File: src/rtl/demux14_32_reg.sv
// Registered 1-to-4 word distributor: one-entry holding register per channel, valid/ready on every side.
// Optional per-channel accept counters are built when DEMUX14_32_STATS_EN is defined.
module demux14_32_reg #(
   parameter int WIDTH = 32,
   parameter int CNT_W = 16
) (
   input  logic             clk,
   input  logic             rst,
   input  logic             in_valid,
   output logic             in_ready,
   input  logic [WIDTH-1:0] in_data,
   input  logic [1:0]       in_select,
   output logic [3:0]       out_valid,
   input  logic [3:0]       out_ready,
   output logic [WIDTH-1:0] out_data0,
   output logic [WIDTH-1:0] out_data1,
   output logic [WIDTH-1:0] out_data2,
   output logic [WIDTH-1:0] out_data3,
   output logic [CNT_W-1:0] cnt0,
   output logic [CNT_W-1:0] cnt1,
   output logic [CNT_W-1:0] cnt2,
   output logic [CNT_W-1:0] cnt3
);

   // Handshake: a word moves when valid and ready are both high at a rising edge.
   // in_ready depends only on in_select, channel state and out_ready, never on in_valid.
   typedef enum logic {
      ST_EMPTY = 1'b0,
      ST_FULL  = 1'b1
   } ch_state_e;

   ch_state_e        state_q [4];
   ch_state_e        state_d [4];
   logic [WIDTH-1:0] data_q  [4];
   logic [WIDTH-1:0] data_d  [4];
   logic             accept;

   always_comb begin
      in_ready = (state_q[in_select] == ST_EMPTY) || out_ready[in_select];
      accept   = in_valid && in_ready;
      for (int k = 0; k < 4; k++) begin
         state_d[k] = state_q[k];
         data_d[k]  = data_q[k];
         // An accept to a FULL channel with out_ready high is a pass-through: no bubble.
         if (accept && (in_select == 2'(k))) begin
            state_d[k] = ST_FULL;
            data_d[k]  = in_data;
         end else if ((state_q[k] == ST_FULL) && out_ready[k]) begin
            state_d[k] = ST_EMPTY;
         end
      end
   end

   always_ff @(posedge clk) begin
      if (rst) begin
         for (int k = 0; k < 4; k++) begin
            state_q[k] <= ST_EMPTY;
            data_q[k]  <= '0;
         end
      end else begin
         for (int k = 0; k < 4; k++) begin
            state_q[k] <= state_d[k];
            data_q[k]  <= data_d[k];
         end
      end
   end

   always_comb begin
      out_valid = 4'b0000;
      for (int k = 0; k < 4; k++) begin
         out_valid[k] = (state_q[k] == ST_FULL);
      end
   end

   assign out_data0 = data_q[0];
   assign out_data1 = data_q[1];
   assign out_data2 = data_q[2];
   assign out_data3 = data_q[3];

`ifdef DEMUX14_32_STATS_EN
   logic [CNT_W-1:0] cnt_q [4];
   logic [CNT_W-1:0] cnt_d [4];

   always_comb begin
      for (int k = 0; k < 4; k++) begin
         cnt_d[k] = cnt_q[k];
         if (accept && (in_select == 2'(k))) begin
            cnt_d[k] = cnt_q[k] + CNT_W'(1);
         end
      end
   end

   always_ff @(posedge clk) begin
      if (rst) begin
         for (int k = 0; k < 4; k++) begin
            cnt_q[k] <= '0;
         end
      end else begin
         for (int k = 0; k < 4; k++) begin
            cnt_q[k] <= cnt_d[k];
         end
      end
   end

   assign cnt0 = cnt_q[0];
   assign cnt1 = cnt_q[1];
   assign cnt2 = cnt_q[2];
   assign cnt3 = cnt_q[3];
`else
   assign cnt0 = '0;
   assign cnt1 = '0;
   assign cnt2 = '0;
   assign cnt3 = '0;
`endif

endmodule
File: config.mk
export PLATFORM = sky130hd
export DESIGN_NAME = demux14_32_reg
export DESIGN_NICKNAME = d
export VERILOG_FILES = /design/src/rtl/demux14_32_reg.sv
export SDC_FILE = /design/constraint.sdc
export NUM_CORES = 1
export LEC_CHECK = 0
export BUFFER_PORTS_ARGS = -buffer_cell sky130_fd_sc_hd__buf_2
export CORE_UTILIZATION = 43
export CTS_BUF_LIST = sky130_fd_sc_hd__clkbuf_4 sky130_fd_sc_hd__clkbuf_8 sky130_fd_sc_hd__clkbuf_16
export DETAILED_ROUTE_END_ITERATION = 8
export GPL_ROUTABILITY_DRIVEN = 0
export HOLD_SLACK_MARGIN = 0.03
export PLACE_DENSITY = 0.83
export SYNTH_ARGS = -nofsm -noshare
export SYNTH_HDL_FRONTEND = slang
export SYNTH_SLANG_ARGS = --single-unit
export TNS_END_PERCENT = 1
File: constraint.sdc
create_clock -name clk -period 1.27 [get_ports clk]
set_input_delay 0.254 -clock clk [delete_from_list [all_inputs] [get_ports clk]]
set_output_delay 0.254 -clock clk [all_outputs]
set_load 0.01 [all_outputs]
==> metrics.cfg, run 1 <==
[clock_tree]
clockBufferDepth=2
numClockSinks=132
ctsHtreeMaxLevel=4
cts_root_buf=clkbuf_16
insertion_delay_ps=410
postCtsHoldBufs=0
cts_tree=done
numCtsBuffers=17
clk_transition_reported_paths_ps=60

[logic_synthesis]
synth_top_family_by_area=multiplexers
synth-seq-cells=132
synth_area_mm2=0.00573
muxShareOfSynthArea_pct=22.8
synthArstFlopShare_pct=0
synth-simple-area-share_pct=19.0
synthCells=542
ys_seq_area_share_pct=46.1
synth_fa_ha_area_share_pct=0
synth_cell_types=16
synth_edf_count=0
avgSynthCellArea_um2=10.6
synth_warnings=0
synth_xor_area_share_pct=0
synthFlopType=dfxtp_1
synth_compound_area_share_pct=0.349

[layout]
utilization_pct=56.8
fillCellCount=1144
area_growth_pct=27.2
seqCellArea_mm2=0.00265
antenna_cells=0
multi_input_area_mm2=0.00268
nNetsFinal=759
drive_gt1_share_pct=32.6

[route]
drtIter0Drc=122
drt_first_pass_iters=4
vias_per_cell=4.49
drc_errors=0
wl_mm=12.3
vias=4053
wl_per_cell_um=13.6
ant_nets=0

[die]
die_w_um=117
initial_core_util_pct=44.7
core_mm2=0.0128
dieArea_mm2=0.0138
num_rows=41
num_io_pins=238
die_h_um=117

[pwr]
p_per_area_mw_per_mm2=1390
internal_power_mw=7.84
peakVddDrop_v=0.000941
switchingPower_mw=2.30
power_frac_comb_pct=9.3
leakage_nw=3.86
p_seq_share_pct=43.0
p_total_mw=10.1
swShare_pct=22.7
power_frac_clock_pct=47.7

[sta]
setup_violations=31
fin_crit_sh_pct=131
min_period_ps=1660
holdWs_ps=186
grt_setup_unrepaired=true
setup_ws_ps=-388
hold_viol=0
clock-skew-final_ps=15.1
fmax_mhz=603
slew_violations=0

[worst_setup_path]
cp.arrival_ps=1400
cp-start-kind=register
cp.required_ps=1020
ff2ff_setup_slack_ps=-110
critical_path_class=reg -> out
cp_max_fo=2
cp-endpoint=in_ready
crit_path_end_kind=output port
critPathLaunch=state_q[1]
r2r_cells=5
r2r-end=data_q[1][6]
crit-reg2reg-launch=state_q[1]

[global_routing]
grt_antenna_before_repair=0
grt_pass1_wl_mm=20.2
overflow=0
grt_use_total_pct=18.7
grt_pass1_vias=4021
grt_start_max_net_pins=52

[placed_design]
hpwl_mm=8.41
dpl_worst_slack_ps=-197
portBuffers=173

[hold_path]
holdPathStages=3
hold_class=in -> reg

[outcome]
outcome=finished, violations left
failed_checks=setup timing

[flow_run]
drv_cap=0

[cell type report]
cell class,instances,share of cell area (%)
multi-input combinational,371,36.8
clock buffer,23,6.80
clock inverter,8,1.37
timing repair buffer,196,15.7
sequential,132,36.4
tap,172,2.95
[registers in the layout, indices dropped and copies added, names as in the netlist]
name / cells
data_q: 128
state_q: 4
[metrics by stage]
stage	instance area, um^2	instances	setup TNS (ps)
finish	7280	902	-3030
global route	7280	902	-7980
CTS	7260	902	-3530
detailed placement	6620	868	-11580
global placement	6620	868	-9630
floorplan	5990	605	-1280
[logic make-up (layout without fill, tap and decap cells)]
logic type | Yosys count | after routing
and+or+nand+nor | 174 | 174
DFF | 132 | 132
muxes | 129 | 129
buffers and inverters | 102 | 227
AOI/OAI and AO/OA | 4 | 4
other | 1 | 64
[power groups by stage]
stage | Clock [mW] | Sequential [mW] | Combinational [mW]
after floorplan | 0 | 4.52 | 0.669
after global placement | 0 | 4.45 | 0.927
after detailed placement | 0 | 4.45 | 0.936
after CTS | 4.96 | 4.36 | 0.947
after global routing | 5.13 | 4.38 | 1.03
final | 4.84 | 4.37 | 0.945
[placed cells by master (no fill, tap or decap), types with 4 or more instances in the layout]
cell type and n:
nand2b_1 164, dfxtp_2 4, buf_4 16, buf_2 171, buf_12 6, mux2i_1 128, dfxtp_1 128, clkbuf_8 4
clkbuf_16 18, conb_1 64
[layer usage]
| metal | vias up | part of all wire, % | track usage [%] |
|---|---|---|---|
| li1 | 1988 | - | - |
| met1 | 1882 | 42 | 21.0 |
| met2 | 175 | 49 | 31.5 |
| met3 | 8 | 7.8 | 7.10 |
| met4 | 0 | 0.90 | 7.55 |
| met5 | - | 0 | 0 |
[cells in the mapped netlist (2+ instances only)]
master	n	area, um^2
nand2b_1	165	1030
dfxtp_1	132	2640
mux2i_1	128	1280
buf_4	70	526
clkbuf_1	21	78.8
buf_2	9	45.0
a21oi_1	4	20.0
buf_6	2	22.5
nor2b_1	2	12.5
nor3_1	2	10.0
or3_1	2	12.5
[worst min-delay path by stage]
| stage | startpoint | end | slack [ps] |
|---|---|---|---|
| 6_report | in_data[18] | data_q[0][18] | 190 |
| 5_1_grt | in_data[12] | data_q[0][12] | 190 |
| 4_1_cts | in_data[12] | data_q[3][12] | 170 |
| 3_5_place_dp | data_q[1][22] | data_q[1][22] | 460 |
| 3_3_place_gp | data_q[1][20] | data_q[1][20] | 460 |
| 2_1_floorplan | out_ready[1] | state_q[1] | 450 |
[critical path: stages (launching register included)]
cell and delay [ps]:
dfxtp_2 330, nand2b_1 70, mux4_2 470, buf_6 140
[timing repair]
action                                  in CTS  in global routing
resized for setup                            7                  7
pin swaps                                    1                  1
endpoints found under the setup margin      42                113
endpoints found under the hold margin        0                  0
buffers inserted                             3                  0
(Power assumes the default switching activity.)
==> run 2, diff against run 1 <==
Settings changed: CORE_UTILIZATION 43 to 40, PLACE_DENSITY 0.83 to 0.78.
==> metrics.cfg, run 2 (synthesis results as in run 1) <==
[outcome]
outcome=finished, violations left
failed_checks=setup timing

[worst_setup_path]
cp.arrival_ps=1440  ; +40 ps
critical_path_class=reg -> out
ff2ff_setup_slack_ps=-200  ; -90 ps
r2r_cells=6  ; +1
cp.required_ps=1020  ; about the same
crit_path_end_kind=output port
cp-start-kind=register
cp_cell_sequence=nand2b_1, mux4_2, buf_6
crit_slowest_cell=mux4_2
cp_max_fo=2  ; unchanged
r2r-end=data_q[1][25]
crit-reg2reg-launch=state_q[1]
critPathMaxStageDelay_ps=480  ; about the same

[clock_tree]
cts_tree=done
clockBufferDepth=2  ; unchanged
insertion_delay_ps=410  ; about the same
numCtsBuffers=17  ; unchanged
postCtsHoldBufs=0  ; unchanged
cts_root_buf=clkbuf_16
ctsHtreeMaxLevel=4  ; unchanged
numClockSinks=132  ; unchanged
clk_transition_reported_paths_ps=60  ; about the same

[global_routing]
grt_pass1_wl_mm=19.3  ; -4.5%
grt_use_total_pct=17.0  ; -1.6 points
top_usage_layer=met2
grt_pass1_vias=3735  ; -7.1%
grt_start_max_net_pins=63  ; +21%
use_met1_pct=20.0  ; -1.1 points
overflow=0  ; unchanged
met2_usage_pct=27.3  ; -4.2 points
gr-usage-met3_pct=6.51  ; -0.59 points
grt_antenna_before_repair=0  ; unchanged

[placed_design]
portBuffers=173  ; unchanged
place_area_mm2=0.00662  ; about the same
hpwl_mm=8.55  ; +1.6%

[layout]
stdcell_area_mm2=0.00727  ; -0.21%
area_growth_pct=26.9
nNetsFinal=761  ; +0.26%
antenna_cells=0  ; unchanged
final_common_cell=buf_2
largest_register_ffs=128  ; unchanged
drive_gt1_share_pct=32.7  ; +0.048 points
top_register=data_q
reg_top3=data_q x128, state_q x4
mostFrequentLayoutCells=171 x buf_2, 164 x nand2b_1, 128 x mux2i_1, 128 x dfxtp_1, 64 x conb_1

[pwr]
power_frac_clock_pct=46.1  ; -1.6 points
power_frac_comb_pct=9.7  ; +0.4 points
leakage_nw=3.83  ; -0.68%
switchingPower_mw=2.42  ; +4.9%
swShare_pct=24.5  ; +1.8 points
peakVddDrop_v=0.000855  ; -9.2%
p_seq_share_pct=44.3  ; +1.3 points
p_total_mw=9.86  ; -2.9%
p_per_area_mw_per_mm2=1360  ; -2.7%
internal_power_mw=7.44  ; -5.2%

[die]
num_io_pins=238  ; unchanged
num_rows=43  ; +4.9%
die_w_um=122  ; +3.6%
dieArea_mm2=0.0148  ; +7.4%
initial_core_util_pct=41.1  ; -3.6 points
die_h_um=122  ; +3.6%
core_mm2=0.0139  ; +8.7%

[sta]
fin_crit_sh_pct=133  ; +2.7 points
grt_setup_unrepaired=true
min_period_ps=1690  ; +33.7 ps
hold_viol=0  ; unchanged
slew_violations=0  ; unchanged
setup_violations=98  ; +220%
clock-skew-final_ps=9.50  ; -5.61 ps
fmax_mhz=591  ; -2.0%
setup_ws_ps=-422  ; -33.7 ps

[flow_run]
drv_cap=0  ; unchanged

[hold_path]
hold_class=in -> reg
hold_path_end=data_q[0][21]
holdPathStages=3  ; unchanged
hold_path_startpoint=in_data[21]

[route]
vias_per_cell=4.50  ; +0.17%
drt_first_pass_iters=4  ; unchanged
wl_mm=12.5  ; +1.9%
vias=4105  ; +1.3%
ant_nets=0  ; unchanged
wl_per_cell_um=13.7  ; +0.82%
drc_errors=0  ; unchanged
drtIter0Drc=104  ; -15%

[run 2: cell count changes in the layout (fill, tap and decap cells not counted), sizes merged]
| cell | change |
|---|---|
| inv | +1 |
| clkbuf | -6 |
| clkinv | +2 |
| clkinvlp | +3 |
| buf | +3 |
| bufinv | -1 |
[run 2: power by group through the flow]
stage	clock network (mW)	registers (mW)	logic, mW
2_1_floorplan	0	4.52	0.669
3_3_place_gp	0	4.45	0.928
3_5_place_dp	0	4.45	0.936
4_1_cts	4.63	4.36	0.955
5_1_grt	4.82	4.38	1.04
6_report	4.54	4.36	0.951
[run 2: final cells by class]
type                    instances  area, um^2
fillers                      1259        6670
multi-input cells             371        2680
flip-flops and latches        132        2650
repair buffers                198        1160
clock buffers                  18         439
well taps                     180         225
clock inverters                13         111
[run 2: stage by stage]
stage / utilization [%] / worst slack (ps) / instances / TNS [ps] / hold WS [ps]
after floorplan: - / -62.2 / 605 / -1280 / 451
after global placement: 47.5 / -202 / 875 / -11690 / 456
after detailed placement: 47.5 / -218 / 875 / -13170 / 457
after CTS: 51.9 / -420 / 910 / -5650 / 165
after global routing: 52.2 / -459 / 912 / -19260 / 194
final: 52.2 / -422 / 912 / -12820 / 175
[run 2: timing repair]
action	4_1_cts	5_1_grt
setup endpoints to repair	66	134
pin swaps	4	0
gates resized for setup	11	4
buffers inserted	4	2
[run 2: per-layer routing]
metal | vias up | routed length [um] | share of wire (%)
met5 | - | 0 | 0
li1 | 1999 | - | -
met4 | 0 | 292 | 2.3
met1 | 1899 | 5310 | 42
met3 | 23 | 964 | 7.7
met2 | 184 | 5930 | 47
[run 2: how the worst max path moves through the flow]
stage	from	to	slack, ps	cells past startpoint
after CTS	state_q[2]	in_ready	-420	3
after global placement	in_select[0]	data_q[0][8]	-200	5
after global routing	state_q[1]	in_ready	-460	3
final	state_q[1]	in_ready	-420	3
after floorplan	in_select[1]	data_q[0][31]	-60	6
after detailed placement	in_select[0]	data_q[0][7]	-220	5
[run 2: critical path: cells and delay by family (launching register included)]
family,cells,cell delay (ps)
flops,1,330
simple gates,1,90
buf+inv,1,140
mux,1,480
==> run 3, diff against run 2 <==
Settings changed: SKIP_CTS_REPAIR_TIMING from default to 1.
==> metrics.cfg, run 3 (synthesis results as in run 1) <==
[layout]
stdcell_area_mm2=0.00724  ; -0.40%
final_common_cell=buf_2
mostFrequentLayoutCells=171 x buf_2, 162 x nand2b_1, 128 x mux2i_1, 128 x dfxtp_1, 64 x conb_1
antenna_cells=0  ; unchanged
area_growth_pct=26.4
largest_register_ffs=128  ; unchanged
drive_gt1_share_pct=32.6  ; -0.095 points
top_register=data_q
nNetsFinal=757  ; -0.53%
utilization_pct=52.0  ; -0.21 points
reg_top3=data_q x128, state_q x4
finalNonFillerCells=908  ; -0.44%

[outcome]
failed_checks=setup timing
outcome=finished, violations left

[sta]
min_period_ps=1690  ; +1.36 ps
fmax_mhz=591  ; about the same
setup_violations=33  ; -66%
hold_viol=0  ; unchanged
clock-skew-final_ps=9.65  ; +0.145 ps
finalSetupTns_ps=-620  ; +12200 ps
grt_setup_unrepaired=true
slew_violations=0  ; unchanged
setup_ws_ps=-423  ; -1.36 ps
fin_crit_sh_pct=133  ; about the same

[route]
wl_mm=12.4  ; -0.41%
drtIter0Drc=112  ; +7.7%
wl_per_cell_um=13.7  ; about the same
vias=4074  ; -0.76%
drt_first_pass_iters=4  ; unchanged
drc_errors=0  ; unchanged
vias_per_cell=4.49  ; -0.32%
ant_nets=0  ; unchanged

[clock_tree]
insertion_delay_ps=410  ; about the same
ctsHtreeMaxLevel=4  ; unchanged
clockBufferDepth=2  ; unchanged
numCtsBuffers=17  ; unchanged
cts_tree=done
numClockSinks=132  ; unchanged
clk_transition_reported_paths_ps=60  ; about the same
cts_root_buf=clkbuf_16

[global_routing]
grt_start_max_net_pins=63  ; unchanged
grt_pass1_vias=3707  ; -0.75%
grt_antenna_before_repair=0  ; unchanged
top_usage_layer=met2
met2_usage_pct=27.1  ; -0.18 points
use_met1_pct=20.1  ; +0.15 points
grt_use_total_pct=16.9  ; -0.070 points
grt_pass1_wl_mm=19.2  ; -0.43%
gr-usage-met3_pct=6.55  ; +0.047 points
overflow=0  ; unchanged

[worst_setup_path]
r2r_cells=4  ; -2
cp_cell_sequence=nand2b_1, mux4_2, buf_6
ff2ff_setup_slack_ps=-20  ; +180 ps
crit_slowest_cell=mux4_2
crit_path_end_kind=output port
r2r-end=data_q[0][26]
cp.required_ps=1020  ; about the same
cp_max_fo=3  ; +1
crit-reg2reg-launch=state_q[0]
critPathMaxStageDelay_ps=480  ; about the same
cp-start-kind=register
critical_path_class=reg -> out
cp.arrival_ps=1440  ; about the same

[hold_path]
holdPathStages=3  ; unchanged
hold_class=in -> reg
hold_path_startpoint=in_data[21]
hold_path_end=data_q[0][21]

[placed_design]
dpl_worst_slack_ps=-218  ; unchanged
hpwl_mm=8.55  ; unchanged
portBuffers=173  ; unchanged
place_inst=875  ; unchanged
place_area_mm2=0.00662  ; unchanged

[die]
initial_core_util_pct=41.1  ; unchanged
die_h_um=122  ; unchanged
die_w_um=122  ; unchanged
dieArea_mm2=0.0148  ; unchanged
num_rows=43  ; unchanged
core_mm2=0.0139  ; unchanged
num_io_pins=238  ; unchanged

[pwr]
p_per_area_mw_per_mm2=1360  ; +0.30%
leakage_nw=3.81  ; -0.41%
peakVddDrop_v=0.000853  ; -0.18%

[flow_run]
drv_cap=0  ; unchanged

[run 3: changes by cell type in the layout (fill, tap and decap cells not counted), sizes merged]
cell / before / now
buf: 198 / 194
[run 3: metrics by stage]
step	hold slack [ps]	power, mW
floorplan	451	5.19
global placement	456	5.38
detailed placement	457	5.39
CTS	165	9.94
global route	194	10.2
finish	175	9.85
[run 3: layout make-up]
cell class                      count  area, um^2
Fill cell                        1265        6700
Tap cell                          180         225
Clock buffer                       18         439
Timing Repair Buffer              194        1110
Multi-Input combinational cell    371        2700
Clock inverter                     13         111
Sequential cell                   132        2650
[run 3: layer usage]
metal,wire [um],vias up
met1,5330,1896
met5,0,-
met4,226,0
met2,5970,171
li1,-,1989
met3,919,18
[run 3: worst max-delay path by stage]
stage / start / to / slack [ps] / depth (start not counted)
after global routing: state_q[1] / in_ready / -450 / 3
after CTS: state_q[2] / in_ready / -470 / 3
after detailed placement: in_select[0] / data_q[0][7] / -220 / 5
final: state_q[1] / in_ready / -420 / 3
after global placement: in_select[0] / data_q[0][8] / -200 / 5
after floorplan: in_select[1] / data_q[0][31] / -60 / 6
[run 3: worst max-delay path, delay by kind of cell, from the launching register on]
kind	cells	cell delay, ps
DFF	1	340
muxes	1	480
and+or+nand+nor	1	80
buffers and inverters	1	140
[run 3: report_power, final]
part           internal, mW  leakage, nW  switching [mW]  total (mW)
Combinational         0.422         2.48           0.521       0.942
Clock                  2.72        0.264            1.82        4.54
Sequential             4.29         1.07          0.0749        4.36
Total                  7.43         3.81            2.41        9.85
